File: src/rtl/button_debounce_multi.sv
// N-channel push-button front end: two-flop synchroniser, polarity normalisation,
// stable-time debounce, registered press/release pulses and a one-shot long press.
module button_debounce_multi #(
    parameter int N_CH       = 2,
    parameter int ACTIVE_LOW = 1,
    parameter int STABLE     = 50000,
    parameter int CNT_W      = 16,
    parameter int HOLD       = 2**24,
    parameter int HOLD_W     = 25
) (
    input  logic            clk,
    input  logic            rst_n,
    input  logic [N_CH-1:0] i_buttons,
    output logic [N_CH-1:0] o_state,
    output logic [N_CH-1:0] o_press,
    output logic [N_CH-1:0] o_release,
    output logic [N_CH-1:0] o_long_press,
    output logic            o_any_event
);

    localparam logic              POL       = (ACTIVE_LOW != 0);
    localparam logic [CNT_W-1:0]  CNT_LAST  = CNT_W'(STABLE - 1);
    localparam logic [HOLD_W-1:0] HOLD_LAST = HOLD_W'(HOLD - 1);

    logic [N_CH-1:0] r_s1;
    logic [N_CH-1:0] r_s2;
    logic [N_CH-1:0] w_state;
    logic [N_CH-1:0] w_done;
    logic [N_CH-1:0] r_state_d;
    logic [N_CH-1:0] r_done_d;
    logic [N_CH-1:0] r_press;
    logic [N_CH-1:0] r_release;
    logic [N_CH-1:0] r_long;

    // NOTE: non-blocking assignments make r_s2 take the old r_s1, giving two real stages.
    always_ff @(posedge clk or negedge rst_n) begin
        if (!rst_n) begin
            r_s1 <= '0;
            r_s2 <= '0;
        end else begin
            r_s1 <= i_buttons ^ {N_CH{POL}};
            r_s2 <= r_s1;
        end
    end

    for (genvar g = 0; g < N_CH; g++) begin : g_ch
        logic [CNT_W-1:0]  r_cnt;
        logic [HOLD_W-1:0] r_hold;
        logic              r_state;
        logic              r_done;

        // A new level is accepted only after STABLE consecutive cycles of disagreement.
        always_ff @(posedge clk or negedge rst_n) begin
            if (!rst_n) begin
                r_cnt   <= '0;
                r_state <= 1'b0;
            end else if (r_s2[g] == r_state) begin
                r_cnt <= '0;
            end else if (r_cnt == CNT_LAST) begin
                r_state <= r_s2[g];
                r_cnt   <= '0;
            end else begin
                r_cnt <= r_cnt + 1'b1;
            end
        end

        // Hold timer freezes once done is set, so long press fires once per press.
        always_ff @(posedge clk or negedge rst_n) begin
            if (!rst_n) begin
                r_hold <= '0;
                r_done <= 1'b0;
            end else if (!r_state) begin
                r_hold <= '0;
                r_done <= 1'b0;
            end else if (!r_done) begin
                if (r_hold == HOLD_LAST) begin
                    r_done <= 1'b1;
                end else begin
                    r_hold <= r_hold + 1'b1;
                end
            end
        end

        assign w_state[g] = r_state;
        assign w_done[g]  = r_done;
    end

    // Edge detectors on the debounced level and the hold-done flag.
    always_ff @(posedge clk or negedge rst_n) begin
        if (!rst_n) begin
            r_state_d <= '0;
            r_done_d  <= '0;
            r_press   <= '0;
            r_release <= '0;
            r_long    <= '0;
        end else begin
            r_state_d <= w_state;
            r_done_d  <= w_done;
            r_press   <= w_state & ~r_state_d;
            r_release <= ~w_state & r_state_d;
            r_long    <= w_done & ~r_done_d;
        end
    end

    assign o_state      = w_state;
    assign o_press      = r_press;
    assign o_release    = r_release;
    assign o_long_press = r_long;
    assign o_any_event  = |(r_press | r_release | r_long);

endmodule

File: config.mk
export PLATFORM = sky130hd
export DESIGN_NAME = button_debounce_multi
export DESIGN_NICKNAME = d
export VERILOG_FILES = /design/src/rtl/button_debounce_multi.sv
export SDC_FILE = /design/constraint.sdc
export NUM_CORES = 1
export LEC_CHECK = 0
export CORE_UTILIZATION = 60
export CTS_BUF_LIST = sky130_fd_sc_hd__clkbuf_2
export CTS_CLUSTER_DIAMETER = 100
export DETAILED_ROUTE_END_ITERATION = 6
export PLACE_DENSITY_LB_ADDON = 0.2
export SYNTH_ARGS = -nofsm -noshare
export SYNTH_HDL_FRONTEND = slang
export SYNTH_SLANG_ARGS = --single-unit
export TNS_END_PERCENT = 100
File: constraint.sdc
create_clock -name clk -period 3.23 [get_ports clk]
set_clock_uncertainty 0.15 [all_clocks]
set_input_delay 0.646 -clock clk [delete_from_list [all_inputs] [get_ports clk]]
set_output_delay 0.646 -clock clk [all_outputs]
set_load 0.01 [all_outputs]
==> results of run 1 <==
-- layer usage --
| metal | vias to the layer above | part of all wire | GRT usage |
|---|---|---|---|
| met1 | 1691 | 0.47 | 0.2930 |
| li1 | 1659 | - | - |
| met4 | 0 | 0.0075 | 0.05599 |
| met3 | 7 | 0.034 | 0.06385 |
| met5 | - | 0 | 0 |
| met2 | 44 | 0.49 | 0.3725 |
-- synth_stat cells (8+ instances only) --
master / instances / area, µm²
sky130_fd_sc_hd__clkbuf_1: 12 / 45.04
sky130_fd_sc_hd__nand4_1: 19 / 118.9
sky130_fd_sc_hd__and4_1: 9 / 78.83
sky130_fd_sc_hd__a211oi_1: 8 / 60.06
sky130_fd_sc_hd__nand3_1: 26 / 130.1
sky130_fd_sc_hd__nor3_1: 15 / 75.07
sky130_fd_sc_hd__nand2b_1: 10 / 62.56
sky130_fd_sc_hd__dfrtp_1: 100 / 2502
sky130_fd_sc_hd__xnor2_1: 42 / 367.9
sky130_fd_sc_hd__mux2i_1: 11 / 110.1
sky130_fd_sc_hd__xor2_1: 13 / 113.9
sky130_fd_sc_hd__nand2_1: 36 / 135.1
sky130_fd_sc_hd__a21oi_1: 11 / 55.05
sky130_fd_sc_hd__nor2_1: 75 / 281.5
sky130_fd_sc_hd__inv_1: 16 / 60.06
sky130_fd_sc_hd__and3_1: 16 / 100.1
-- layout make-up --
cell class | instances | area, µm² | share of cell area
Timing Repair Buffer | 15 | 155.1 | 0.03022
Clock buffer | 9 | 45.04 | 0.008774
Tap cell | 102 | 127.6 | 0.02486
Inverter | 17 | 63.81 | 0.01243
Clock inverter | 7 | 41.29 | 0.008043
Sequential cell | 100 | 2502 | 0.4874
Multi-Input combinational cell | 344 | 2198 | 0.4282
-- where the power goes --
group	leakage (nW)	internal [mW]	switching, mW
clock	0.0548	0.0970	0.409
sequential	1.38	1.26	0.00549
combinational	0.748	0.0128	0.0340
total	2.19	1.37	0.448
-- worst reg2reg max path, delay by kind of cell (launching register included) --
| family | cells | cell delay [ns] |
|---|---|---|
| compound gates | 2 | 0.43 |
| simple gates | 3 | 1.18 |
| flops | 1 | 0.50 |
-- sequential cells by signal, summed over array words and instances (netlist names) --
name and flops:
r_state_d 2, o_release 2, g_ch.r_done 2, g_ch.r_hold 50, g_ch.r_cnt 32, o_long_press 2
r_s2 2, r_s1 2, o_press 2, r_done_d 2, g_ch.r_state 2
-- metrics by stage --
| stage | area [µm²] | hold slack (ns) |
|---|---|---|
| after floorplan | 4853 | 0.1812 |
| after global placement | 5037 | 0.1826 |
| after detailed placement | 5037 | 0.1871 |
| after CTS | 5134 | 0.2397 |
| after global routing | 5134 | 0.2500 |
| final | 5134 | 0.2347 |
-- worst min-delay path by stage --
| stage | endpoint | slack, ns | depth (start not counted) |
|---|---|---|---|
| floorplan | r_s2[0] | 0.18 | 0 |
| global placement | r_s2[0] | 0.18 | 0 |
| finish | r_s2[0] | 0.23 | 0 |
| global route | r_s2[0] | 0.25 | 0 |
| detailed placement | r_s2[0] | 0.19 | 0 |
| CTS | r_s2[0] | 0.24 | 0 |
-- cell families (layout without fill, tap and decap cells) --
| group | count (synthesis) | after routing | share of synthesized area |
|---|---|---|---|
| xor gates and xnor gates | 55 | 55 | 0.09925 |
| buffers and inverters | 36 | 48 | 0.03145 |
| adders and majority gates | 4 | 4 | 0.01031 |
| AOI/OAI and AO/OA | 41 | 41 | 0.07090 |
| DFF | 100 | 100 | 0.5156 |
| and+or+nand+nor | 231 | 231 | 0.2452 |
| muxes | 13 | 13 | 0.02733 |
==> summary by stage, run 1 <==
Setup path
The critical path capture point type is an output port. The worst register-to-register path ends at g_ch[0].r_hold[23]. The launching point of the worst reg2reg path is g_ch[0].r_hold[10]. In this run the register-to-register setup slack is 0.91 ns. The number of cells on the worst reg-to-reg path is 5. The critical path starts at g_ch[1].r_state.

For the worst setup path, the data required time is 2.43 ns. The cell family contributing the most delay on the critical path is flip-flops. The highest net fanout along the worst path is 14. Traced cell by cell, the critical path runs through clkdlybuf4s50_1. The element type at the critical path start is a flip-flop. The classification of the worst setup path is flip-flop to output port.

The peak per-stage delay on the critical path is 0.71 ns. In this run the worst setup path terminates at o_state[1]. In this run the number of cells on the critical path is 1. The buffers plus inverters on the worst setup path is 1. For this design, the slowest cell found on the critical path is sky130_fd_sc_hd__dfrtp_1. The endpoint arrival time on the critical path is 1.90 ns.

Cells and area
The area overhead of the layout relative to synthesis is 5.775%. In the final layout, the share of cells above drive strength 1 is 0.05894. The antenna diode count is 0. The share of the core filled with cells is 0.6609. Leaving out fill and tap cells, the most frequent cells in the layout are sky130_fd_sc_hd__dfrtp_1 (100), sky130_fd_sc_hd__nor2_1 (75), sky130_fd_sc_hd__xnor2_1 (42). The number of cells in the finished layout apart from fillers is 594. Leaving out fill and tap cells, the most frequent cell in the layout is sky130_fd_sc_hd__dfrtp_1. The number of filler cells placed in the layout is 628. The net count of the finished layout is 495.

Synthesis
The sequential element share of the synthesized area is 0.5156. In this run the cell area of the synthesized design comes to 4853 µm². After synthesis, the mean cell area works out to 10.11 µm². The net count after synthesis is 488. Counting every instance in the synthesized netlist gives 480. The most used flip-flop cell after synthesis is sky130_fd_sc_hd__dfrtp_1. The number of synthesized flops with an enable pin is 0. Synthesis instantiated 48 different standard cells from the library. The post-synthesis register bit count is 100. For this run, asynchronously set or reset flops after synthesis account for 1.000. During synthesis, Yosys emitted a total of 0 warnings.

Global route
The remaining global-route overflow is 0. The number of global-route vias before repair was 3413. The wire length of the first global-routing pass is 15120 µm.

The largest net degree at the start of global routing is 58. The global-route usage over all layers is 0.2250. The initial antenna violation count is 0.

Worst hold path
The worst hold path startpoint is r_s1[0]. The path class of the lowest-slack min-delay path is flip-flop to flip-flop.

Placed design
In this run, placement finished with an instance count of 577. The setup slack at placement is 0.9535 ns. The wire-length estimate of the detail-placed layout is 5705 µm. The total of buffers placed on input and output ports is 12. The congestion estimate from routability-driven global placement came to 0.7973.

STA
The accumulated negative setup slack is 0 ns. At the pin with the least slew margin, the transition time is 0.9141 ns. In this run the tightest slew margin relative to its limit is 0.3861. Dividing the final minimum period by the clock period gives 0.8340. The number of failing setup endpoints in the final timing report is 0. The worst path meets setup with 0.5361 ns of slack. The final hold violation count is 0. The total count of max-transition violations in the final report came to 0. The worst path needs 2.694 ns of the cycle, external delays included.

The highest clock rate is 371.2 MHz. Setup repair after global routing left no endpoint under its margin.

CTS
The TritonCTS clock tree is built. After clock tree synthesis, the clock-pin slew on the worst setup and hold paths is 0.25 ns. The root buffer selected by CTS is sky130_fd_sc_hd__clkbuf_2. Buffers inserted during clock tree synthesis total 9.

After clock tree synthesis, the flow added hold-fix buffers numbering 1. The number of setup buffers added after CTS is 0. The number of gates resized after CTS was 0.

The clock sink total is 100. The clock network latency to the later pin of the worst-skew pair is 0.56 ns. The maximum buffer depth of the clock tree is 2. The level count of the clock H-tree is 3.

Power
The peak supply drop is 0.2327 mV. The leakage component of the power is 2.186 nW. The power per standard cell area is 354.8 nW/µm². The total power is 1.821 mW.

Drt
The routed via count is 3401. The count of nets left with antenna violations once routing finished came out at 0. Dividing the detail-routed via count by the number of cells gives 5.726. The first detailed-routing pass ran for 4 iterations. In the routed design, unresolved DRC markers number 0. In this run, the number of DRC markers left after iteration 0 of detailed routing was 132. After detailed routing, the average wire length per cell comes to 14.16 µm.

The overall routed net length is 8413 µm.

Floorplanning
The floorplan has 32 rows. The floorplan die width is 91.94 µm. The floorplan step set the die height to 91.94 µm.

The initial core utilization is 0.6248. After floorplanning, the core was sized to cover 7767 µm². The number of ports placed on the die boundary is 13. The die covers 8453 µm².

Outcome
The run finished with clean final reports.

Flow run
The max-capacitance violation count is 0.
Note: power is estimated with default switching activity, not from simulation.
==> run 2, diff against run 1 <==
- CORE_UTILIZATION: 60 -> 58
- clock period: 3.23 -> 2.2 ns (I/O delays scaled with it)
==> run 2 against run 1 <==
Net effect: wire length rose by 4.2%; non-clock buffer count rose by 13; largest cell class unchanged; critical endpoint is now o_any_event; die area increased by 3.4%; via count rose by 1.2%; global-route usage decreased by 0.49 points; count of clock-buffer cells in the layout stayed put; register-to-register slack lost 0.79 ns.
==> summary by stage, run 2 (synthesis results as in run 1) <==
Power
The peak supply drop is 0.3632 mV. For this design the ratio of total power to cell area is 516.4 nW/µm². For this design the total switching power over the nets is 0.6893 mW. Summed over all cells, the static leakage comes to 2.345 nW. The power share of the sequential group is 0.684. Of the total power, the clock network draws 0.289. The switching part of the total power is 0.2529. The share of total power dissipated in combinational logic is 0.027.

The internal power of the cells totals 2.036 mW.

Cells and area
The share of cells above drive strength 1 is 0.09325. The number of filler cells placed in the layout is 633. In the layout the commonest cells are sky130_fd_sc_hd__dfrtp_1 (100), sky130_fd_sc_hd__nor2_1 (75), sky130_fd_sc_hd__xnor2_1 (42). The number of antenna diodes in the final layout is 0. From synthesis to final layout, the design area changed by 8.739%.

For this run, the number of standard cells in the final layout without fillers is 606. The share of the core filled with cells is 0.6657. In the final layout, the registers with the most flip-flops are g_ch.r_hold: 50 flops, g_ch.r_cnt: 32 flops. At the end of the flow, the number of nets in the layout was 508. The commonest non-fill, non-tap cell in the layout is sky130_fd_sc_hd__dfrtp_1. The flip-flop count of the largest register after layout is 50. Across the whole layout, storage elements account for 2502 µm². The final design area excluding fillers is 5278 µm².

In the final layout, the multi-input gates occupy 2226 µm². Counting flops per register, the top entry is g_ch.r_hold.

Outcome
The flow ran to the end, and the final reports show no timing, DRC or antenna violations.

STA
Dividing the final minimum period by the clock period gives 0.9810. The routed design could run at a clock period as short as 2.158 ns. The number of failing setup endpoints in the final timing report is 0.

The transition time at the pin with the least slew margin is 0.5150 ns. The highest clock rate is 463.4 MHz. Setup repair after global routing could not meet its margin everywhere.

The total count of max-transition violations in the final report is 0. Once routing completed, OpenROAD measured the worst setup slack at 0.04182 ns. The accumulated negative setup slack is 0 ns.

The remaining max-slew budget at the tightest pin is 0.6560. The final hold violation count came to 0.

Setup path
The signal on the critical path passes through nor4_4, nand2_1, buf_2. STA classifies the critical path startpoint as a flip-flop. The highest net fanout along the worst path is 2.

Data arrives at the worst endpoint at 1.57 ns. Counting both buffers and inverters, the worst setup path holds a total of 1. Measured in cells, the most critical reg-to-reg path has a length of 6. The critical path is of the flip-flop to output port type. On the critical path, the stage with the largest delay is an instance of sky130_fd_sc_hd__dfrtp_1. The required arrival time at the worst endpoint is 1.61 ns. The cell class contributing the biggest share of worst-path delay is flip-flops. For this run, the slowest stage of the critical path takes 0.47 ns. In this run the critical register-to-register path is captured at g_ch[0].r_hold[18].

The number of stages on the worst setup path is 3. The worst-case register-to-register setup slack is 0.12 ns. STA classifies the critical path endpoint as an output port. In this run the critical register-to-register path is launched from g_ch[0].r_hold[0].

Drt
The routed via count is 3441. The final antenna-violating net count is 0. The overall routed net length is 8768 µm.

Using the TritonRoute via totals, the vias-per-cell ratio works out to 5.678. The initial detailed-routing violation count is 110. In the routed design, unresolved DRC markers number 0.

Dividing the detail-routed wire length by the instance count gives 14.47 µm. The total iterations of the first detailed-routing run is 4.

Global route
Entering global routing, the biggest net connects 39 pins. The wire length of the first global-routing pass is 15030 µm. The global-route usage over all layers is 0.2200.

The initial antenna violation count is 0. The number of global-route vias before repair is 3260. The total overflow left after global routing is 0.

Floorplanning
The die is 93.48 µm wide. The number of ports placed on the die boundary is 13. The die is 93.48 µm tall. The area of the core is 7928 µm². The die covers 8738 µm². The number of placement rows is 32. For this configuration, the core starts out at a cell density of 0.6122.

CTS
The root buffer selected by CTS is sky130_fd_sc_hd__clkbuf_2. CTS saw 100 sinks. Clock-pin slew was measured on the worst setup and hold paths at 0.29 ns. The longest clock path from root to sink contains 2 buffers.

The clock network latency to the later pin of the worst-skew pair is 0.54 ns. The clock tree synthesis step divided the H-tree into 3 levels. Clock tree synthesis inserted a total of 9 buffers. TritonCTS built the clock tree.

Placed design
Routability-driven placement finished with a final weighted congestion of 0.8058. The placed instances occupy a cell area of 5125 µm². OpenSTA, run right after detailed placement, puts the worst setup slack at 0.1460 ns. After detailed placement, the design holds a cell count of 587. The HPWL after detailed placement is 5976 µm. Port buffering added 12 buffers.

Flow run
The tool flagged a number of max-cap violations equal to 0.

Worst hold path
The tightest min-delay check is of the input port to flip-flop type. The worst hold path terminates at r_s1[1]. The worst hold path startpoint is i_buttons[1]. The worst hold path was traced through 2 stages.
-- run 2: through the flow --
stage	hold slack, ns	power [mW]
after global routing	0.1413	2.833
after floorplan	-0.005591	1.912
after CTS	0.1480	2.761
after global placement	0.1831	1.968
final	0.1757	2.725
after detailed placement	0.1865	1.970
-- run 2: final cells by class --
class | instances | share of cell area
Sequential cell | 100 | 0.4742
Clock inverter | 6 | 0.009483
Clock buffer | 9 | 0.008535
Multi-Input combinational cell | 344 | 0.4218
Timing Repair Buffer | 28 | 0.04979
Inverter | 17 | 0.01209
Tap cell | 102 | 0.02418
-- run 2: routing by layer --
layer | track usage | share of wire | vias to the layer above
met1 | 0.3058 | 0.49 | 1705
met3 | 0.04390 | 0.020 | 7
met4 | 0.06923 | 0.0091 | 0
met2 | 0.3493 | 0.48 | 33
li1 | - | - | 1696
met5 | 0 | 0 | -
-- run 2: power by group through the flow --
stage	sequential (mW)	clock (mW)	combinational, mW
2_1_floorplan	1.89	0	0.0204
3_3_place_gp	1.89	0	0.0753
3_5_place_dp	1.89	0	0.0764
4_1_cts	1.86	0.819	0.0782
5_1_grt	1.87	0.878	0.0883
6_report	1.86	0.787	0.0747
-- run 2: worst reg2reg max path, cell delays in order, from the launching register on --
cell                      delay [ns]
sky130_fd_sc_hd__dfrtp_1        0.45
sky130_fd_sc_hd__ha_1           0.23
sky130_fd_sc_hd__and4_1         0.35
sky130_fd_sc_hd__nand3_1        0.28
sky130_fd_sc_hd__nor4_2         0.33
sky130_fd_sc_hd__xnor2_1        0.15
sky130_fd_sc_hd__nor2_1         0.05
-- run 2: how the worst max path moves through the flow --
| stage | from | to | slack (ns) |
|---|---|---|---|
| finish | o_long_press[0] | o_any_event | 0.04 |
| detailed placement | g_ch[0].r_hold[0] | g_ch[0].r_hold[22] | 0.15 |
| CTS | o_long_press[1] | o_any_event | -0.03 |
| global route | o_long_press[0] | o_any_event | -0.10 |
| global placement | g_ch[0].r_hold[0] | g_ch[0].r_hold[18] | 0.22 |
| floorplan | g_ch[1].r_hold[0] | g_ch[1].r_hold[13] | 0.34 |
-- run 2: what timing repair did --
item | CTS | global route
pin swaps | 2 | 1
endpoints found under the setup margin | 3 | 6
hold buffers | 1 | 0
resized for setup | 10 | 5
endpoints found under the hold margin | 68 | 0
buffers inserted | 2 | 1
